==> config.mk <==
export PLATFORM = sky130hd
export DESIGN_NAME = mdu_seq
export DESIGN_NICKNAME = d
export VERILOG_FILES = /design/src/rtl/mdu_seq_pkg.sv /design/src/rtl/mdu_signfix.sv /design/src/rtl/mdu_seq.sv
export SDC_FILE = /design/constraint.sdc
export NUM_CORES = 1
export LEC_CHECK = 0
export BUFFER_PORTS_ARGS = -buffer_cell sky130_fd_sc_hd__buf_2
export CORE_UTILIZATION = 60
export DETAILED_ROUTE_END_ITERATION = 7
export PLACE_DENSITY = 0.81
export REMOVE_ABC_BUFFERS = 1
export SLEW_MARGIN = 30
export SYNTH_ARGS = -nofsm -noshare
export SYNTH_HDL_FRONTEND = slang
export SYNTH_SLANG_ARGS = --single-unit
==> constraint.sdc <==
create_clock -name clk_i -period 5.81 [get_ports clk_i]
set_input_delay 1.162 -clock clk_i [delete_from_list [all_inputs] [get_ports clk_i]]
set_output_delay 1.162 -clock clk_i [all_outputs]
set_load 0.01 [all_outputs]
==> src/rtl/mdu_seq_pkg.sv <==
// Purpose : shared op encodings, FSM state type and op decode helpers for the mdu_seq multiply/divide unit.
// Latency : n/a (declarations only).
// Backpr. : n/a.
package mdu_pkg;

    localparam logic [1:0] OP_MULT  = 2'b00;
    localparam logic [1:0] OP_MULTU = 2'b01;
    localparam logic [1:0] OP_DIV   = 2'b10;
    localparam logic [1:0] OP_DIVU  = 2'b11;

    typedef enum logic [1:0] {
        ST_IDLE = 2'd0,
        ST_CALC = 2'd1,
        ST_FIX  = 2'd2,
        ST_DONE = 2'd3
    } state_e;

    function automatic logic op_is_div(input logic [1:0] op);
        return (op == OP_DIV) || (op == OP_DIVU);
    endfunction

    function automatic logic op_is_signed(input logic [1:0] op);
        return (op == OP_MULT) || (op == OP_DIV);
    endfunction

endpackage

==> src/rtl/mdu_signfix.sv <==
// Purpose : conditional two's-complement negation; gives |x| on operands (neg_i = sign) and sign-corrects results.
// Latency : combinational.
// Backpr. : none.
// Ports   : val_i value in, neg_i negate request, val_o result.
module mdu_signfix #(
    parameter int W = 32
) (
    input  logic [W-1:0] val_i,
    input  logic         neg_i,
    output logic [W-1:0] val_o
);

    assign val_o = neg_i ? (~val_i + W'(1)) : val_i;

endmodule

==> src/rtl/mdu_seq.sv <==
// Purpose : iterative MULT/MULTU/DIV/DIVU unit with architectural HI/LO and MTHI/MTLO writes.
// Latency : start accepted in IDLE -> busy for W CALC + 1 FIX cycles -> done pulse at cycle W+2.
// Backpr. : start is only accepted in IDLE and never queued; the pipeline stalls on busy_o.
// Ports   : start_i/op_i/a_i/b_i request; wr_hi_i/wr_lo_i/wdata_i MTHI/MTLO;
//           busy_o, done_o, div0_o status; hi_o/lo_o HI/LO registers.
module mdu_seq
    import mdu_pkg::*;
#(
    parameter int W = 32
) (
    input  logic         clk_i,
    input  logic         rst_n_i,
    input  logic         start_i,
    input  logic [1:0]   op_i,
    input  logic [W-1:0] a_i,
    input  logic [W-1:0] b_i,
    input  logic         wr_hi_i,
    input  logic         wr_lo_i,
    input  logic [W-1:0] wdata_i,
    output logic         busy_o,
    output logic         done_o,
    output logic         div0_o,
    output logic [W-1:0] hi_o,
    output logic [W-1:0] lo_o
);

    localparam int CW = $clog2(W) + 1;

    state_e           state_q;
    logic [CW-1:0]    count_q;
    logic             is_div_q, neg_res_q, neg_rem_q;
    logic             busy_q, done_q, div0_q;
    logic [W-1:0]     b_q, a_raw_q, hi_q, lo_q;
    logic [2*W-1:0]   acc_q, acc_d;

    // Operand magnitudes (raw value for unsigned ops).
    logic         sgn_op;
    logic [W-1:0] a_mag, b_mag;
    assign sgn_op = op_is_signed(op_i);

    mdu_signfix #(.W(W)) u_abs_a (.val_i(a_i), .neg_i(sgn_op & a_i[W-1]), .val_o(a_mag));
    mdu_signfix #(.W(W)) u_abs_b (.val_i(b_i), .neg_i(sgn_op & b_i[W-1]), .val_o(b_mag));

    // Shared (W+1)-bit adder. Multiply: hi half + multiplicand. Divide: the
    // left-shifted partial remainder minus divisor via ~b + 1; the extra carry
    // bit set means no borrow, i.e. the subtraction succeeded.
    logic [W:0]   rem_sh, add_x, add_y;
    logic [W+1:0] add_sum;
    assign rem_sh = {acc_q[2*W-1:W], acc_q[W-1]};

    always_comb begin
        add_x   = is_div_q ? rem_sh : {1'b0, acc_q[2*W-1:W]};
        add_y   = is_div_q ? ~{1'b0, b_q} : {1'b0, b_q};
        add_sum = {1'b0, add_x} + {1'b0, add_y} + (W+2)'(is_div_q);
    end

    // One radix-2 step. Multiply shifts right, bringing the adder carry in at
    // the top; divide shifts left, pushing the quotient bit into the bottom.
    always_comb begin
        acc_d = acc_q;
        if (is_div_q) begin
            if (add_sum[W+1]) acc_d = {add_sum[W-1:0], acc_q[W-2:0], 1'b1};
            else              acc_d = {rem_sh[W-1:0],  acc_q[W-2:0], 1'b0};
        end else begin
            if (acc_q[0]) acc_d = {add_sum[W:0], acc_q[W-1:1]};
            else          acc_d = {1'b0, acc_q[2*W-1:1]};
        end
    end

    // Output sign correction: whole product, or quotient/remainder separately.
    logic [2*W-1:0] prod_fix;
    logic [W-1:0]   quo_fix, rem_fix;
    mdu_signfix #(.W(2*W)) u_fix_prod (.val_i(acc_q),            .neg_i(neg_res_q), .val_o(prod_fix));
    mdu_signfix #(.W(W))   u_fix_quo  (.val_i(acc_q[W-1:0]),     .neg_i(neg_res_q), .val_o(quo_fix));
    mdu_signfix #(.W(W))   u_fix_rem  (.val_i(acc_q[2*W-1:W]),   .neg_i(neg_rem_q), .val_o(rem_fix));

    always_ff @(posedge clk_i or negedge rst_n_i) begin
        if (!rst_n_i) begin
            state_q   <= ST_IDLE;
            count_q   <= '0;
            is_div_q  <= 1'b0;
            neg_res_q <= 1'b0;
            neg_rem_q <= 1'b0;
            busy_q    <= 1'b0;
            done_q    <= 1'b0;
            div0_q    <= 1'b0;
            b_q       <= '0;
            a_raw_q   <= '0;
            hi_q      <= '0;
            lo_q      <= '0;
            acc_q     <= '0;
        end else begin
            done_q <= 1'b0;
            case (state_q)
                ST_IDLE: begin
                    if (wr_hi_i) hi_q <= wdata_i;
                    if (wr_lo_i) lo_q <= wdata_i;
                    if (start_i) begin
                        state_q   <= ST_CALC;
                        busy_q    <= 1'b1;
                        count_q   <= CW'(W);
                        is_div_q  <= op_is_div(op_i);
                        neg_res_q <= sgn_op & (a_i[W-1] ^ b_i[W-1]);
                        neg_rem_q <= sgn_op & a_i[W-1];
                        acc_q     <= {{W{1'b0}}, a_mag};
                        b_q       <= b_mag;
                        a_raw_q   <= a_i;
                        div0_q    <= 1'b0;
                    end
                end
                ST_CALC: begin
                    acc_q   <= acc_d;
                    count_q <= count_q - CW'(1);
                    if (count_q == CW'(1)) state_q <= ST_FIX;
                end
                ST_FIX: begin
                    state_q <= ST_DONE;
                    busy_q  <= 1'b0;
                    done_q  <= 1'b1;
                    if (!is_div_q) begin
                        {hi_q, lo_q} <= prod_fix;
                    end else if (b_q == '0) begin
                        // Divide by zero: full latency taken, fixed result.
                        hi_q   <= a_raw_q;
                        lo_q   <= '1;
                        div0_q <= 1'b1;
                    end else begin
                        hi_q <= rem_fix;
                        lo_q <= quo_fix;
                    end
                end
                ST_DONE: begin
                    state_q <= ST_IDLE;
                    if (wr_hi_i) hi_q <= wdata_i;
                    if (wr_lo_i) lo_q <= wdata_i;
                end
                default: state_q <= ST_IDLE;
            endcase
        end
    end

    assign busy_o = busy_q;
    assign done_o = done_q;
    assign div0_o = div0_q;
    assign hi_o   = hi_q;
    assign lo_o   = lo_q;

endmodule

Word level (Yosys, flattened, before mapping)
Index checks and enable logic that the tools add are counted.
- $add $sub $neg: 8
- equality and inequality tests: 12
- mux-type cells: 32
- bitwise operators: 10
- reduce and logical (&&, ||, !) cells: 16
- operator list (cell ; number):
    $mux 32 ; 10
    $mux 64 ; 5
    $add 32x1->32 const B ; 4
    $not 32->32 ; 4
    $pmux 32 s2 ; 2
    $pmux 64 s2 ; 1
    $mux 33 ; 2
    $add 64x1->64 const B ; 1
    $not 64->64 ; 1
    $add 33x33->34 ; 1
    $add 34x1->34 ; 1
    $not 32->33 ; 1
    $logic_not 32->1 ; 1
    $pmux 6 s2 ; 1
    $reduce_and 2->1 ; 6
    $eq 2x2->1 const B ; 4
    $ne 2x2->1 const B ; 4
    $pmux 2 s4 ; 1
    $eq 6x1->1 const B ; 1
    $mux 6 ; 1
    $reduce_bool 2->1 ; 3
    $sub 6x1->6 const B ; 1
    $mux 1 ; 5
    $logic_not 2->1 ; 2
    other kinds (9) ; 15
- register bits after elaboration: 206
- input bits: 103
- output and inout port bits: 67
- word-level logic and storage cells: 91

Longest topological paths before layout
- word-level depth: 7
- gate-level depth with buffers: 17
- depth with buffers taken out: 12

Cells and area by module
Synthesis repeated with hierarchy kept, for this count alone.
- cells, all modules: 2071
- area total of the unflattened synthesis: 18462.7 um^2
- modules (own cells, without submodules) (module ; times used ; cells an instance ; area each (um^2) ; seq. area each (um^2)):
    mdu_seq ; 1 ; 1469 ; 13705.6 ; 5154.9
    mdu_signfix at u_abs_a ... ; 4 ; 99 ; 777.0 ; 0.0
    mdu_signfix at u_fix_prod ; 1 ; 206 ; 1649.1 ; 0.0

Worst setup path before layout
No wires, ideal clock.
- path kind: register to register
- start: register is_div_q
- end: register acc_q[58]
- setup time: 0.131 ns
- data arrival time: 4.042 ns
- data required time: 5.679 ns
- setup slack: 1.636 ns
- cell stages (with the launch flop): 18
- path buffers: 6
- period minus slack after synthesis: 4.174 ns
- cells stage by stage: dfrtp_1 clkbuf_1 clkbuf_1 clkbuf_1 clkbuf_1 xor2_1 ha_1 clkbuf_1 nand4_1 nor2_1 a22o_1 a21oi_1 nand2_1 a31oi_1 nand2_1 clkbuf_1 o221ai_1 o22ai_1
- word-level cells in the longest chain between the ends: 6
- elaborated cells on any way between the ends: 8
- classes of those cells: 2 x add/sub; 6 x mux
- ends and longest elaborated chain (item ; RTL line ; text):
    from (decl) ; mdu_seq.sv:31 ; logic is_div_q, neg_res_q, neg_rem_q;
    from (signal assigned) ; mdu_seq.sv:102 ; is_div_q <= op_is_div(op_i);
    $mux 33, on equally long branches ; mdu_seq.sv:52, mdu_seq.sv:53 ;
    $add 33x33->34 ; mdu_seq.sv:54 ; add_sum = {1'b0, add_x} + {1'b0, add_y} + (W+2)'(is_div_q);
    $add 34x1->34 ; mdu_seq.sv:54 ;
    $mux 64, on equally long branches ; mdu_seq.sv:65, mdu_seq.sv:62 ;
    $mux 64 (*) ; mdu_seq.sv:61 ; if (is_div_q) begin
    $pmux 64 s2 (*) ; mdu_seq.sv:94 ; case (state_q)
    to (signal assigned) ; mdu_seq.sv:105 ; acc_q <= {{W{1'b0}}, a_mag};
    to (decl) ; mdu_seq.sv:34 ; logic [2*W-1:0] acc_q, acc_d;
Every way passes the cells marked *; elsewhere a longest branch is shown, timed or not.
A chain may end at the register's enable or synchronous reset.

Worst setup path in the final report
- start: register is_div_q
- end: register acc_q[33]
Same word-level chain as after synthesis.

==> results.md <==
* Combinational share of power at between 60 and 70%
* Synth cell count leaders: 279 x o21ai_0, 256 x nand2_1, 206 x dfrtp_1
* EDFF count, synth at 0
* Final setup vio count at 0
* Fillers at 2215
* Int Pwr at ~6.4 mW
* Root Buffer: clkbuf_16
* Distinct cells, synth at 75
* Die area at 27000 µm²
* Crit-path most repeated cell: nand2_1
* RSZ-0062 raised after global routing: false
* Initial Util at around 61%
* Largest family of logic cells by synthesized area: compound AO/OA/AOI/OAI gates
* Latest clock arrival within the worst-skew pair at approximately 0.54 ns
* M2 GR Usage at between 50% and 60%
* Gpl congestion at 0.990
* Layout cells sized above 1 at between 10% and 20%
* Multi-input gate area at between 9000 and 10000 µm²
* Aggregate global-route resource usage at a little over a third
* Final #Nets at 2169
* Final Hold Viols at 0
* Met3 usage at 4.85%
* Slew headroom at between 30 and 40%
* Post-DRT Antenna Nets at 0
* Avg WL per Cell at 20.5 µm
* Max Cap Violations at 0
* Core area at approximately 26000 µm²
* Area growth, synth to finish at 10.9%
* Startpoint Class: register
* Setup CP Type: reg2reg
* Core Rows at 59
* Final Slew Violations at 0
* CTS buffer count at 24
* Xor-xnor portion of the synthesized cell area at roughly a tenth
* Multiplexer share of the synthesized area at ~7%
* Compound-Gate Fraction of Synth Area at between 20% and 30%
* Via count at 15.4k
* Switching Power at roughly 6.7 mW
* Setup TNS Final at 0 ns
* Cts repair resizes at 0
* Die W at about 160 µm
* Seq/Total Area, Yosys at 32.6%
* Post-Synthesis Cell Area at roughly 16000 µm²
* Post-CTS Setup Bufs at 0
* DPL Wire Length at about 36000 µm
* Most frequent cell after synthesis: o21ai_0
* Die Span Y at 164 µm
* Static leakage at 7.51 nW
* Busiest grt layer: met2
* Hold_buf cts at 0
* CTS sink count at 206
* Worst min path class: reg2reg
* Pre-antenna DRT Iters at 6
* CTS tree: yes
* Number of H-tree levels at 1
* Slowest-stage cell, CP: dfrtp_4
* Worst Path Required at 6.24 ns
* Setup Skew at between 0.02 and 0.03 ns
* Clock transition at path regs at roughly 0.06 ns
* Crit path time final at between 4 and 5 ns
* WP data arrival at between 4 and 5 ns
* Post-synthesis adder-cell area fraction at 3.29%
* Starting DRC count in detailed routing at about 1.5k
* Synth area leader: dfrtp_1
* Met1 GRT Util at about 47%
* Sequential share of power at a little under a quarter
* CP peak stage delay at around 0.67 ns
* Crit-path cells: buf_16 > buf_4 > xor2_1 > ha_1 > nand2_1 > or3_1 > nor4_1 > a22o_1 > a31oi_2 > nand2_1 > o22ai_1 > o32ai_1
* Worst Max-Slew Pin Slew at roughly 1.0 ns
* Maximum clock path buffer count at 3
* Fmax at 0.231 GHz
* Reg area at ~5200 µm²
* Hold_ws at about 0.47 ns
* Most common flop cell mapped by yosys: dfrtp_1
* PwrDens at 747 nW/µm²
* Fin crit share at between 70% and 80%
* Synth Area in Simple Gates at 17.2%
* Maximum vdd drop at around 0.00046 V
* Clk network pwr share at a little under an eighth
* Synth top area cells: dfrtp_1 33%, o21ai_0 8.8%, nand2_1 6.1%
* Ports at between 150 and 200
* Aggregate routed wire length at around 50000 µm
* Via-to-Cell Ratio at around 6.5
* # port buffers at around 170
* Gr ovfl total at 0
* Maximum fanout along the worst path at slightly above 60
* Largest net degree at the start of global routing at about 110
* Total of warnings raised by yosys at 0
* CP endpoint kind: register
* Post-synth ARST share at between 90% and 100%
* Tot Pwr at ~13 mW
* Switch share at about half
* Seq cells post-synth at 206
* Mean Syn Cell Area at slightly above 8 µm²
* Synth top area share at 32.6%
* Number of global-route vias before repair at 14.2k
* Status: finished, final reports clean
* First-pass GRT wire length at ~76000 µm
* Remaining DRCs at 0
* Initial antenna violation count at 1
* Post-Syn Instances at about 2.0k
* Final Util at roughly two thirds
==> per-stage QoR <==
stage | instance area (µm²) | setup slack (ns) | instances
floorplan | 15200 | -2.76 | 1804
global placement | 16700 | 1.44 | 2333
detailed placement | 16700 | 1.29 | 2333
CTS | 17500 | 1.29 | 2377
global route | 17500 | 1.11 | 2379
finish | 17500 | 1.47 | 2379
==> layout make-up <==
cell class	instances	area share, %
flip-flops and latches	206	29.4
diodes	1	0.0143
inverters	32	0.685
clock inverters	11	0.700
multi-input cells	1566	56.9
clock buffers	33	3.79
repair buffers	195	6.10
well taps	335	2.39
==> path summary, 6_finish.rpt <==
check,depth (start not counted),from,slack (ns),end
max,12,is_div_q$_DFFE_PN0P_,1.47,acc_q[33]$_DFFE_PN0P_
min,2,lo_o[26]$_DFFE_PN0P_,0.47,lo_o[26]$_DFFE_PN0P_
max reg2reg,12,is_div_q$_DFFE_PN0P_,1.47,acc_q[33]$_DFFE_PN0P_
min reg2reg,2,lo_o[26]$_DFFE_PN0P_,0.47,lo_o[26]$_DFFE_PN0P_
max in group asynchronous,2,rst_n_i,3.80,hi_o[21]$_DFFE_PN0P_
min in group asynchronous,1,rst_n_i,0.71,acc_q[3]$_DFFE_PN0P_
==> cell usage in the layout, fill, tap and decap left out, drive strengths merged, types with 15 or more instances in the layout <==
master  count
o221ai     18
dfrtp     206
nor4       32
nand3      30
nand2     256
a31oi      17
nor2b      15
and3       20
nor2      105
clkbuf     34
buf       194
ha         40
xnor2      95
mux2i      41
a21oi     128
or4        21
a21o       20
inv        28
o31ai      30
o21ai     281
xor2       89
or3        27
mux2       64
nor3       29
o22ai      47
a211oi     17
==> worst max-delay path: cells and delay by family, from the launching register on <==
family / cells / cell delay (ns)
simple gates: 4 / 1.64
compound gates: 4 / 0.79
flops: 1 / 0.67
buf+inv: 2 / 0.63
fa+ha+maj: 1 / 0.37
xor+xnor: 1 / 0.10
==> sequential cells by signal, indices dropped and copies added, names as in the netlist <==
| name | flops |
|---|---|
| neg_rem_q | 1 |
| hi_o | 32 |
| count_q | 6 |
| a_raw_q | 32 |
| done_o | 1 |
| div0_o | 1 |
| acc_q | 64 |
| is_div_q | 1 |
| busy_o | 1 |
| neg_res_q | 1 |
| lo_o | 32 |
| b_q | 32 |
| state_q | 2 |
==> logic make-up after synthesis <==
family | after synthesis
multiplexers | 105
AO/OA/AOI/OAI | 656
flip-flops | 206
buffers and inverters | 188
adder cells (fa/ha/maj) | 41
AND/OR/NAND/NOR | 580
XOR/XNOR | 184
==> per-layer routing <==
| metal | vias up | routed length (µm) |
|---|---|---|
| met5 | - | 0 |
| met4 | 0 | 2480 |
| met3 | 136 | 4160 |
| met2 | 811 | 22200 |
| met1 | 7201 | 20000 |
| li1 | 7246 | - |
==> power by group through the flow <==
stage                     combinational [mW]  clock, mW  sequential, mW
after floorplan                         5.95          0            3.06
after detailed placement                8.23          0            3.09
after CTS                               8.28       1.54            3.07
after global placement                  8.07          0            3.06
final                                   8.53       1.52            3.04
after global routing                    9.36       1.59            3.13
Power figures use the tool's default switching activity.
